[src/rtl/oc8051_cxrom_fetch_pkg.sv]
// Shared constants and types for the oc8051 code-ROM prefetch stage.
// Widths derived from DEPTH live here so the queue and the top agree on them.
package oc8051_fetch_pkg;
    localparam int FETCH_BYTES     = 4;
    localparam int MAX_INSTR_BYTES = 3;
    localparam int ADDR_W          = 16;

    typedef logic [7:0]        byte_t;
    typedef logic [ADDR_W-1:0] addr_t;

    // Count must hold the value DEPTH itself, hence one extra bit.
    function automatic int count_w(input int depth);
        return $clog2(depth) + 1;
    endfunction
endpackage

[src/rtl/oc8051_cxrom_fetch_if.sv]
// Bundle of ROM bus and decoder-side signals of the oc8051 prefetch stage.
// load_valid is a single-cycle request that is always taken (no ready); pop_len is taken only when pop_len <= instr_avail.
interface oc8051_cxrom_fetch_if;
    import oc8051_fetch_pkg::*;

    addr_t       cxrom_addr;
    logic [31:0] cxrom_data_out;
    logic        fetch_en;
    logic        load_valid;
    addr_t       load_addr;
    logic [1:0]  pop_len;
    logic [23:0] instr_window;
    logic [1:0]  instr_avail;
    addr_t       instr_pc;
    logic        pop_err;

    modport master (
        output cxrom_addr, instr_window, instr_avail, instr_pc, pop_err,
        input  cxrom_data_out, fetch_en, load_valid, load_addr, pop_len
    );

    modport slave (
        input  cxrom_addr, instr_window, instr_avail, instr_pc, pop_err,
        output cxrom_data_out, fetch_en, load_valid, load_addr, pop_len
    );
endinterface

[src/rtl/oc8051_cxrom_fetch_byte_queue.sv]
// Circular byte queue: 4-byte write port, 0-3 byte pop, 3-byte peek window.
// Window bytes beyond the current fill level read as zero.
module oc8051_byte_queue
    import oc8051_fetch_pkg::*;
#(
    parameter  int DEPTH = 8,
    localparam int PTR_W = $clog2(DEPTH),
    localparam int CNT_W = count_w(DEPTH)
) (
    input  logic                           clk,
    input  logic                           rst,
    input  logic                           flush,
    input  logic                           wr_en,
    input  logic [8*FETCH_BYTES-1:0]       wr_data,
    input  logic [1:0]                     pop_len,
    output logic [CNT_W-1:0]               count,
    output logic [8*MAX_INSTR_BYTES-1:0]   window,
    output logic [1:0]                     avail
);
    byte_t            mem [DEPTH];
    logic [PTR_W-1:0] rd_ptr;
    logic [PTR_W-1:0] wr_ptr;

    always_ff @(posedge clk) begin
        if (wr_en) begin
            for (int i = 0; i < FETCH_BYTES; i++)
                mem[wr_ptr + PTR_W'(i)] <= wr_data[8*i +: 8];
        end
    end

    always_ff @(posedge clk) begin
        if (rst || flush) begin
            rd_ptr <= '0;
            wr_ptr <= '0;
            count  <= '0;
        end else begin
            if (wr_en)
                wr_ptr <= wr_ptr + PTR_W'(FETCH_BYTES);
            rd_ptr <= rd_ptr + PTR_W'(pop_len);
            count  <= count - CNT_W'(pop_len) + (wr_en ? CNT_W'(FETCH_BYTES) : CNT_W'(0));
        end
    end

    always_comb begin
        avail = (count >= CNT_W'(MAX_INSTR_BYTES)) ? 2'd3 : count[1:0];
        window = '0;
        for (int i = 0; i < MAX_INSTR_BYTES; i++)
            if (i < int'(avail))
                window[8*i +: 8] = mem[rd_ptr + PTR_W'(i)];
    end
endmodule

[src/rtl/oc8051_cxrom_fetch.sv]
// oc8051 prefetch stage: drives the code ROM address, queues fetched bytes and
// feeds the decoder a 3-byte window; load_valid flushes and redirects fetch.
module oc8051_cxrom_fetch
    import oc8051_fetch_pkg::*;
#(
    parameter int    DEPTH    = 8,
    parameter addr_t RESET_PC = 16'h0000
) (
    input  logic               clk,
    input  logic               rst,
    oc8051_cxrom_fetch_if.master bus
);
    localparam int CNT_W = count_w(DEPTH);

    logic [CNT_W-1:0] count;
    logic [1:0]       avail;
    logic [23:0]      window;
    addr_t            fetch_addr;
    addr_t            instr_pc;
    logic             pop_err_q;
    logic             fill;
    logic             pop_ok;
    logic             pop_bad;
    logic [1:0]       q_pop;

    // Fill looks at the pre-pop count, so a concurrent pop can never cause overflow.
    always_comb begin
        fill    = bus.fetch_en && !bus.load_valid &&
                  ((CNT_W'(DEPTH) - count) >= CNT_W'(FETCH_BYTES));
        pop_ok  = !bus.load_valid && (bus.pop_len <= avail);
        pop_bad = !bus.load_valid && (bus.pop_len > avail);
        q_pop   = pop_ok ? bus.pop_len : 2'd0;
    end

    always_ff @(posedge clk) begin
        if (rst) begin
            fetch_addr <= RESET_PC;
            instr_pc   <= RESET_PC;
            pop_err_q  <= 1'b0;
        end else if (bus.load_valid) begin
            fetch_addr <= bus.load_addr;
            instr_pc   <= bus.load_addr;
            pop_err_q  <= 1'b0;
        end else begin
            if (fill)
                fetch_addr <= fetch_addr + addr_t'(FETCH_BYTES);
            if (pop_ok)
                instr_pc <= instr_pc + addr_t'(bus.pop_len);
            pop_err_q <= pop_bad;
        end
    end

    oc8051_byte_queue #(.DEPTH(DEPTH)) u_queue (
        .clk     (clk),
        .rst     (rst),
        .flush   (bus.load_valid),
        .wr_en   (fill),
        .wr_data (bus.cxrom_data_out),
        .pop_len (q_pop),
        .count   (count),
        .window  (window),
        .avail   (avail)
    );

    assign bus.cxrom_addr   = fetch_addr;
    assign bus.instr_window = window;
    assign bus.instr_avail  = avail;
    assign bus.instr_pc     = instr_pc;
    assign bus.pop_err      = pop_err_q;
endmodule

[src/flat_wrapper.sv]
// flat-port wrapper written by rule: the top's interface ports become plain ports
module oc8051_cxrom_fetch_flat import oc8051_fetch_pkg::*;
#(
    parameter int    DEPTH    = 8,
    parameter addr_t RESET_PC = 16'h0000
)
  (clk, rst, bus_cxrom_addr, bus_instr_window, bus_instr_avail, bus_instr_pc, bus_pop_err, bus_cxrom_data_out, bus_fetch_en, bus_load_valid, bus_load_addr, bus_pop_len);
  oc8051_cxrom_fetch_if bus_i ();
  input  logic clk;
  input  logic rst;
  output wire logic [$bits(bus_i.cxrom_addr)-1:0] bus_cxrom_addr;
  output wire logic [$bits(bus_i.instr_window)-1:0] bus_instr_window;
  output wire logic [$bits(bus_i.instr_avail)-1:0] bus_instr_avail;
  output wire logic [$bits(bus_i.instr_pc)-1:0] bus_instr_pc;
  output wire logic [$bits(bus_i.pop_err)-1:0] bus_pop_err;
  input wire logic [$bits(bus_i.cxrom_data_out)-1:0] bus_cxrom_data_out;
  input wire logic [$bits(bus_i.fetch_en)-1:0] bus_fetch_en;
  input wire logic [$bits(bus_i.load_valid)-1:0] bus_load_valid;
  input wire logic [$bits(bus_i.load_addr)-1:0] bus_load_addr;
  input wire logic [$bits(bus_i.pop_len)-1:0] bus_pop_len;
  assign bus_cxrom_addr = bus_i.cxrom_addr;
  assign bus_instr_window = bus_i.instr_window;
  assign bus_instr_avail = bus_i.instr_avail;
  assign bus_instr_pc = bus_i.instr_pc;
  assign bus_pop_err = bus_i.pop_err;
  assign bus_i.cxrom_data_out = bus_cxrom_data_out;
  assign bus_i.fetch_en = bus_fetch_en;
  assign bus_i.load_valid = bus_load_valid;
  assign bus_i.load_addr = bus_load_addr;
  assign bus_i.pop_len = bus_pop_len;
  oc8051_cxrom_fetch #(.DEPTH(DEPTH), .RESET_PC(RESET_PC)) u_core (.clk(clk), .rst(rst), .bus(bus_i));
endmodule
[config.mk]
export PLATFORM = sky130hd
export DESIGN_NAME = oc8051_cxrom_fetch_flat
export DESIGN_NICKNAME = d
export VERILOG_FILES = /design/src/rtl/oc8051_cxrom_fetch_pkg.sv /design/src/rtl/oc8051_cxrom_fetch_if.sv /design/src/rtl/oc8051_cxrom_fetch_byte_queue.sv /design/src/rtl/oc8051_cxrom_fetch.sv /design/src/flat_wrapper.sv
export SDC_FILE = /design/constraint.sdc
export NUM_CORES = 1
export LEC_CHECK = 0
export ABC_AREA = 1
export CAP_MARGIN = 10
export CORE_MARGIN = 4
export CORE_UTILIZATION = 30
export CTS_CLUSTER_DIAMETER = 40
export CTS_CLUSTER_SIZE = 28
export DETAILED_ROUTE_END_ITERATION = 8
export PLACE_DENSITY = 0.59
export SLEW_MARGIN = 20
export SYNTH_ARGS = -nofsm -noshare
export SYNTH_HDL_FRONTEND = slang
export SYNTH_SLANG_ARGS = --single-unit
[constraint.sdc]
create_clock -name clk -period 4.6 [get_ports clk]
set_input_delay 0.46 -clock clk [delete_from_list [all_inputs] [get_ports clk]]
set_output_delay 0.46 -clock clk [all_outputs]
set_load 0.01 [all_outputs]
==> flow_summary.yaml, run 1 <==
cts:
  cts-root-buf: "clkbuf_16"
  cts_resized: 0
  post_cts_buffers: 0
  clock_sinks: 105
  cts.htree.levels: 3
  insertion_delay_ns: 0.35
  ctsLongestPathBuffers: 2
  cts_made_buffers: 9
  cts_hold_buf: 0
  cts_tree: "built"
  path_clk_slew_ns: 0.07
sta:
  finalWorstSetupSlack_ns: 1.06
  worst_slew_pin_slew_ns: 0.881
  hold_violations: 0
  slew_violations: 0
  rsz0062_at_grt: "no"
  min_period_ns: 3.54
  finalSetupViolCount: 0
  clock.fmax_mhz: 283
  clock_skew_ns: 0.0106
  fin_crit_sh_pct: 76.9
  finalSetupTns_ns: 0
  max_slew_margin_pct: 41.1
route:
  wl_per_cell_um: 14.9
  drt_iter0_drc: 306
  ant_nets: 0
  drc: 0
  drtPass1Iterations: 5
  routed_wl_um: 17400
  via_per_inst: 4.77
  route.vias.total: 5556
die:
  fp-row-count: 51
  die_area_um2: 22600
  die_y_um: 150
  core_area_um2: 19700
  io_pins: 113
  dieWidth_um: 150
  start_util_pct: 30.9
grt:
  gr-usage-all-layers_pct: 15.5
  grt_pass1_wl_um: 27300
  grt_pass1_vias: 5222
  antenna_found_initial: 2
  grt.overflow.total: 0
  grt_max_degree: 76
worst_setup_path:
  startpoint_type: "flip-flop"
  critPathRequiredTime_ns: 4.14
  path_max_fanout: 75
  crit_top_cell: "nand2_1"
  arrival_ns: 3.08
  end_kind: "output pin"
  critical_path_class: "reg -> out"
  max_stage_delay_ns: 0.70
  crit_chain: "buf_4 > inv_2 > nand2_1 > nand2_1 > o21ai_0 > a211oi_1 > clkdlybuf4s50_1"
  crit_slowest_cell: "inv_2"
yosys:
  yosysWarnings: 0
  async_reset_ff_share_pct: 0
  synthCells: 797
  avgSynthCellArea_um2: 7.63
  synth_area_um2: 6080
  ys_seq_area_share_pct: 45.1
  synth-edff-count: 64
  synth-seq-cells: 105
  synth_cell_types: 39
  synth-main-ff-cell: "edfxtp_1"
  syn-num-nets: 865
power_and_ir_drop:
  p_total_mw: 3.56
  leakagePower_nw: 2.94
  p_per_area_nw_per_um2: 462
  ir_drop_mv: 0.202
placed_design:
  dp_slack_ns: 1.02
  port_buffers: 112
  post_dp_cell_area_um2: 7410
  place_congestion: 0.807
  hpwlAfterDp_um: 12500
layout:
  diodes: 0
  syn2layout_area_growth_pct: 26.7
  layout-drive-gt1-share_pct: 7.00
  fin_util_pct: 39.1
  fill_cells: 2021
  final_cell_area_um2: 7710
  final_cell_mix: "nand2_1 (250), clkdlybuf4s50_1 (112), inv_1 (71)"
  mostFrequentLayoutCell: "nand2_1"
  multi_input_area_um2: 2860
  regArea_um2: 2740
  num-nets-final: 964
hold_path:
  min_path_type: "reg -> reg"
status:
  status: "finished clean"
job:
  max_cap_violations: 0
[cell families (layout without fill, tap and decap cells)]
kind of cell,count (synthesis),count (layout),share of synthesized area [%]
DFF,105,105,45.1
muxes,2,2,0.329
xor gates and xnor gates,11,11,1.71
and+or+nand+nor,417,417,29.0
adders and majority gates,14,14,3.25
AOI/OAI and AO/OA,140,140,12.7
buffers and inverters,108,211,7.90
[final timing paths]
check	slack (ns)	cells past startpoint	startpoint	to
worst max register to register	1.40	15	u_core.u_queue.count[2]	u_core.u_queue.count[3]
worst max-delay path	1.06	7	u_core.u_queue.rd_ptr[0]	bus_instr_window[0]
worst min-delay path	0.47	2	u_core.bus.cxrom_addr[1]	u_core.bus.cxrom_addr[1]
worst min register to register	0.47	2	u_core.bus.cxrom_addr[1]	u_core.bus.cxrom_addr[1]
[per-layer routing]
metal / share of wire (%) / GRT usage [%] / up-vias / wire length, µm
li1: - / - / 2815 / -
met1: 45 / 21.3 / 2555 / 7920
met2: 46 / 24.8 / 166 / 8010
met3: 7.3 / 3.43 / 16 / 1270
met4: 1.1 / 3.89 / 4 / 191
met5: 0.15 / 0 / - / 26
[cell type report]
cell class	count	area share, %
Clock inverter	3	0.179
Multi-Input combinational cell	584	37.2
Tap cell	265	4.30
Inverter	77	3.75
Timing Repair Buffer	119	15.4
Clock buffer	12	3.60
Sequential cell	105	35.6
[cells in the mapped netlist, drive strengths merged, types with 9 or more instances]
| cell type | count | area share [%] |
|---|---|---|
| nand2 | 259 | 16 |
| nor2 | 81 | 5.7 |
| inv | 76 | 4.7 |
| o21ai | 65 | 5.3 |
| edfxtp | 64 | 32 |
| nand3 | 50 | 4.2 |
| a21oi | 49 | 4.1 |
| dfxtp | 41 | 13 |
| buf | 24 | 2.7 |
| a211oi | 13 | 1.6 |
| ha | 11 | 2.3 |
| nor3 | 9 | 0.74 |
| or2 | 9 | 0.93 |
[where the power goes]
part	internal [mW]	switching, mW	leakage (nW)
sequential	1.12	0.106	0.923
combinational	0.670	0.901	1.86
clock	0.423	0.334	0.151
[through the flow]
stage                     cells  hold slack [ns]
after floorplan             797            0.444
after global placement     1150            0.458
after detailed placement   1150            0.459
after CTS                  1165            0.470
after global routing       1165            0.493
final                      1165            0.471
[worst max-delay path: cells and delay by family (launching register included)]
family                 cells  cell delay [ns]
and+or+nand+nor            2             0.21
buffers and inverters      3             1.66
DFF                        1             0.32
AOI/OAI and AO/OA          2             0.53
[state kept, by name, summed over array words and instances (netlist names)]
name                   flops
u_core.u_queue.mem        64
u_core.bus.cxrom_addr     16
u_core.bus.instr_pc       16
u_core.u_queue.count       4
u_core.u_queue.rd_ptr      3
u_core.bus.pop_err         1
u_core.u_queue.wr_ptr      1
Power figures use the tool's default switching activity.
==> run 2: changes to the inputs <==
--- a/config.mk
+++ b/config.mk
@@ -12,7 +12,7 @@
 export CTS_CLUSTER_DIAMETER = 40
 export CTS_CLUSTER_SIZE = 28
 export DETAILED_ROUTE_END_ITERATION = 8
-export PLACE_DENSITY = 0.59
+export PLACE_DENSITY = 0.61
 export SLEW_MARGIN = 20
 export SYNTH_ARGS = -nofsm -noshare
 export SYNTH_HDL_FRONTEND = slang
==> constraint.sdc (replaced) <==
create_clock -name clk -period 3.2 [get_ports clk]
set_input_delay 0.32 -clock clk [delete_from_list [all_inputs] [get_ports clk]]
set_output_delay 0.32 -clock clk [all_outputs]
set_load 0.01 [all_outputs]
==> run 2 against run 1 <==
  * Largest cell class unchanged
  * Global-route usage shrank 0.20 points
  * Worst setup slack worse by 0.93 ns
  * First-iteration DRC count fell by 9.8%
  * Core utilization is 0.25 points higher
  * Clock skew is 0.0052 ns higher
  * Cell area rose by 0.65%
  * Largest power group unchanged
  * Sequential power rose by 43%
  * Critical endpoint is now bus_instr_window[15]
==> flow_summary.yaml, run 2 (synthesis gave the netlist of run 1 again) <==
sta:
  worst_slew_pin_slew_ns: 0.834
  hold_slack_ns: 0.464
  fin_crit_sh_pct: 96.0
  hold_violations: 0
  clock.fmax_mhz: 326
  finalSetupViolCount: 0
  rsz0062_at_grt: "no"
  clock_skew_ns: 0.0158
  max_slew_margin_pct: 44.3
  slew_violations: 0
  min_period_ns: 3.07
  finalWorstSetupSlack_ns: 0.129
  finalSetupTns_ns: 0
worst_setup_path:
  worst-path-buf-inv: 3
  critical_path_class: "reg -> out"
  cpLargestDelayFamily: "buffers and inverters"
  crit_slowest_cell: "clkdlybuf4s50_1"
  max_stage_delay_ns: 0.61
  path_max_fanout: 9
  end_kind: "output pin"
  startpoint_type: "flip-flop"
  crit_chain: "ha_1 > buf_4 > clkinv_1 > nand3_1 > a21oi_1 > nor3_1 > clkdlybuf4s50_1"
  arrival_ns: 2.75
  critPathRequiredTime_ns: 2.88
die:
  core_area_um2: 19700
  dieWidth_um: 150
  die_area_um2: 22600
  io_pins: 113
  fp-row-count: 51
  start_util_pct: 30.9
  die_y_um: 150
grt:
  use_met2_pct: 24.3
  grt.busiest_layer: "met2"
  gr-usage-met3_pct: 4.06
  use_met1_pct: 20.4
  gr-usage-all-layers_pct: 15.3
  grt.overflow.total: 0
  grt_max_degree: 56
  antenna_found_initial: 1
  grt_pass1_wl_um: 27200
  grt_pass1_vias: 5241
power_and_ir_drop:
  power_switching_mw: 1.98
  switching_share_pct: 38.6
  ir_drop_mv: 0.294
  p_per_area_nw_per_um2: 660
  p_int_mw: 3.14
  combPwrFrac_pct: 44.2
  leakagePower_nw: 2.96
  p_clk_share_pct: 21.3
  p_seq_share_pct: 34.5
layout:
  largest_reg_flops: 64
  multi_input_area_um2: 2870
  syn2layout_area_growth_pct: 27.5
  num-nets-final: 972
  fill_cells: 2013
  diodes: 0
  final_cell_mix: "nand2_1 (250), clkdlybuf4s50_1 (112), inv_1 (70)"
  fin_util_pct: 39.3
  mostFrequentLayoutCell: "nand2_1"
  layout-drive-gt1-share_pct: 7.92
  largest-register: "u_core.u_queue.mem"
  regArea_um2: 2740
route:
  drtPass1Iterations: 5
  via_per_inst: 4.76
  ant_nets: 0
  drc: 0
  route.vias.total: 5589
  drt_iter0_drc: 276
  wl_per_cell_um: 14.6
  routed_wl_um: 17100
cts:
  cts_made_buffers: 9
  insertion_delay_ns: 0.36
  cts_hold_buf: 0
  cts.htree.levels: 3
  post_cts_buffers: 0
  cts_tree: "built"
  cts-root-buf: "clkbuf_16"
  clock_sinks: 105
  ctsLongestPathBuffers: 2
  cts_resized: 0
  path_clk_slew_ns: 0.07
hold_path:
  min_path_type: "reg -> reg"
status:
  status: "finished clean"
job:
  max_cap_violations: 0
placed_design:
  hpwlAfterDp_um: 12400
  place_congestion: 0.850
  dp_slack_ns: 0.149
  port_buffers: 112
==> run 2: cell types whose count changed in the layout (fill, tap and decap cells not counted), sizes merged <==
cell,delta
clkinv,-1
clkbuf,-2
buf,+8
inv,+2
clkinvlp,+2
==> run 2: area by class of cell <==
| class | instances | area share (%) |
|---|---|---|
| inverter | 77 | 3.73 |
| clock buffer | 10 | 2.95 |
| sequential | 105 | 35.4 |
| multi-input combinational | 584 | 37.0 |
| clock inverter | 6 | 0.774 |
| timing repair buffer | 127 | 15.9 |
| tap | 265 | 4.27 |
==> run 2: path summary, 6_finish.rpt <==
kind                            startpoint                       end  slack, ns  cells past startpoint
setup reg to reg   u_core.u_queue.count[2]   u_core.u_queue.count[3]       0.33                     15
hold / removal    u_core.bus.cxrom_addr[1]  u_core.bus.cxrom_addr[1]       0.46                      2
hold reg to reg   u_core.bus.cxrom_addr[1]  u_core.bus.cxrom_addr[1]       0.46                      2
setup / recovery  u_core.u_queue.rd_ptr[1]      bus_instr_window[15]       0.13                      7
==> run 2: worst register-to-register path, cell delays in order (launching register included) <==
cell and delay [ns]:
dfxtp_1 0.33, nor2_2 0.17, inv_2 0.07, nor2_2 0.13, ha_1 0.26, inv_1 0.07, o21bai_2 0.06, nand2_2 0.12
nand2_1 0.10, inv_1 0.09, nand2_1 0.10, ha_1 0.29, ha_1 0.21, fa_1 0.37, or2_2 0.30, a21oi_1 0.13
==> run 2: layer usage <==
metal	part of all wire [%]	wire (µm)	vias up
met5	0.076	13	-
met2	45	7760	187
met4	1.7	291	2
met1	45	7630	2545
li1	-	-	2834
met3	8.1	1380	21
==> run 2: power groups by stage <==
stage,Clock [mW],Sequential [mW],Combinational (mW)
3_5_place_dp,0,1.79,2.28
3_3_place_gp,0,1.79,2.26
6_report,1.09,1.76,2.26
5_1_grt,1.17,1.79,2.51
4_1_cts,1.12,1.76,2.29
2_1_floorplan,0,1.78,1.28
==> run 2: per-stage QoR <==
step                      instances  cell area (µm²)  power, mW
after floorplan                 797             6080       3.06
after global placement         1158             7470       4.05
after detailed placement       1158             7470       4.07
after CTS                      1174             7760       5.17
after global routing           1174             7760       5.47
final                          1174             7760       5.12
==> run 3: changes to the inputs <==
--- a/config.mk
+++ b/config.mk
@@ -6,11 +6,10 @@
 export NUM_CORES = 1
 export LEC_CHECK = 0
 export ABC_AREA = 1
-export CAP_MARGIN = 10
 export CORE_MARGIN = 4
 export CORE_UTILIZATION = 30
 export CTS_CLUSTER_DIAMETER = 40
-export CTS_CLUSTER_SIZE = 28
+export CTS_CLUSTER_SIZE = 40
 export DETAILED_ROUTE_END_ITERATION = 8
 export PLACE_DENSITY = 0.61
 export SLEW_MARGIN = 20
==> results of run 3 <==
Same layout as run 2: the final DEF is identical, and so are final timing and power.
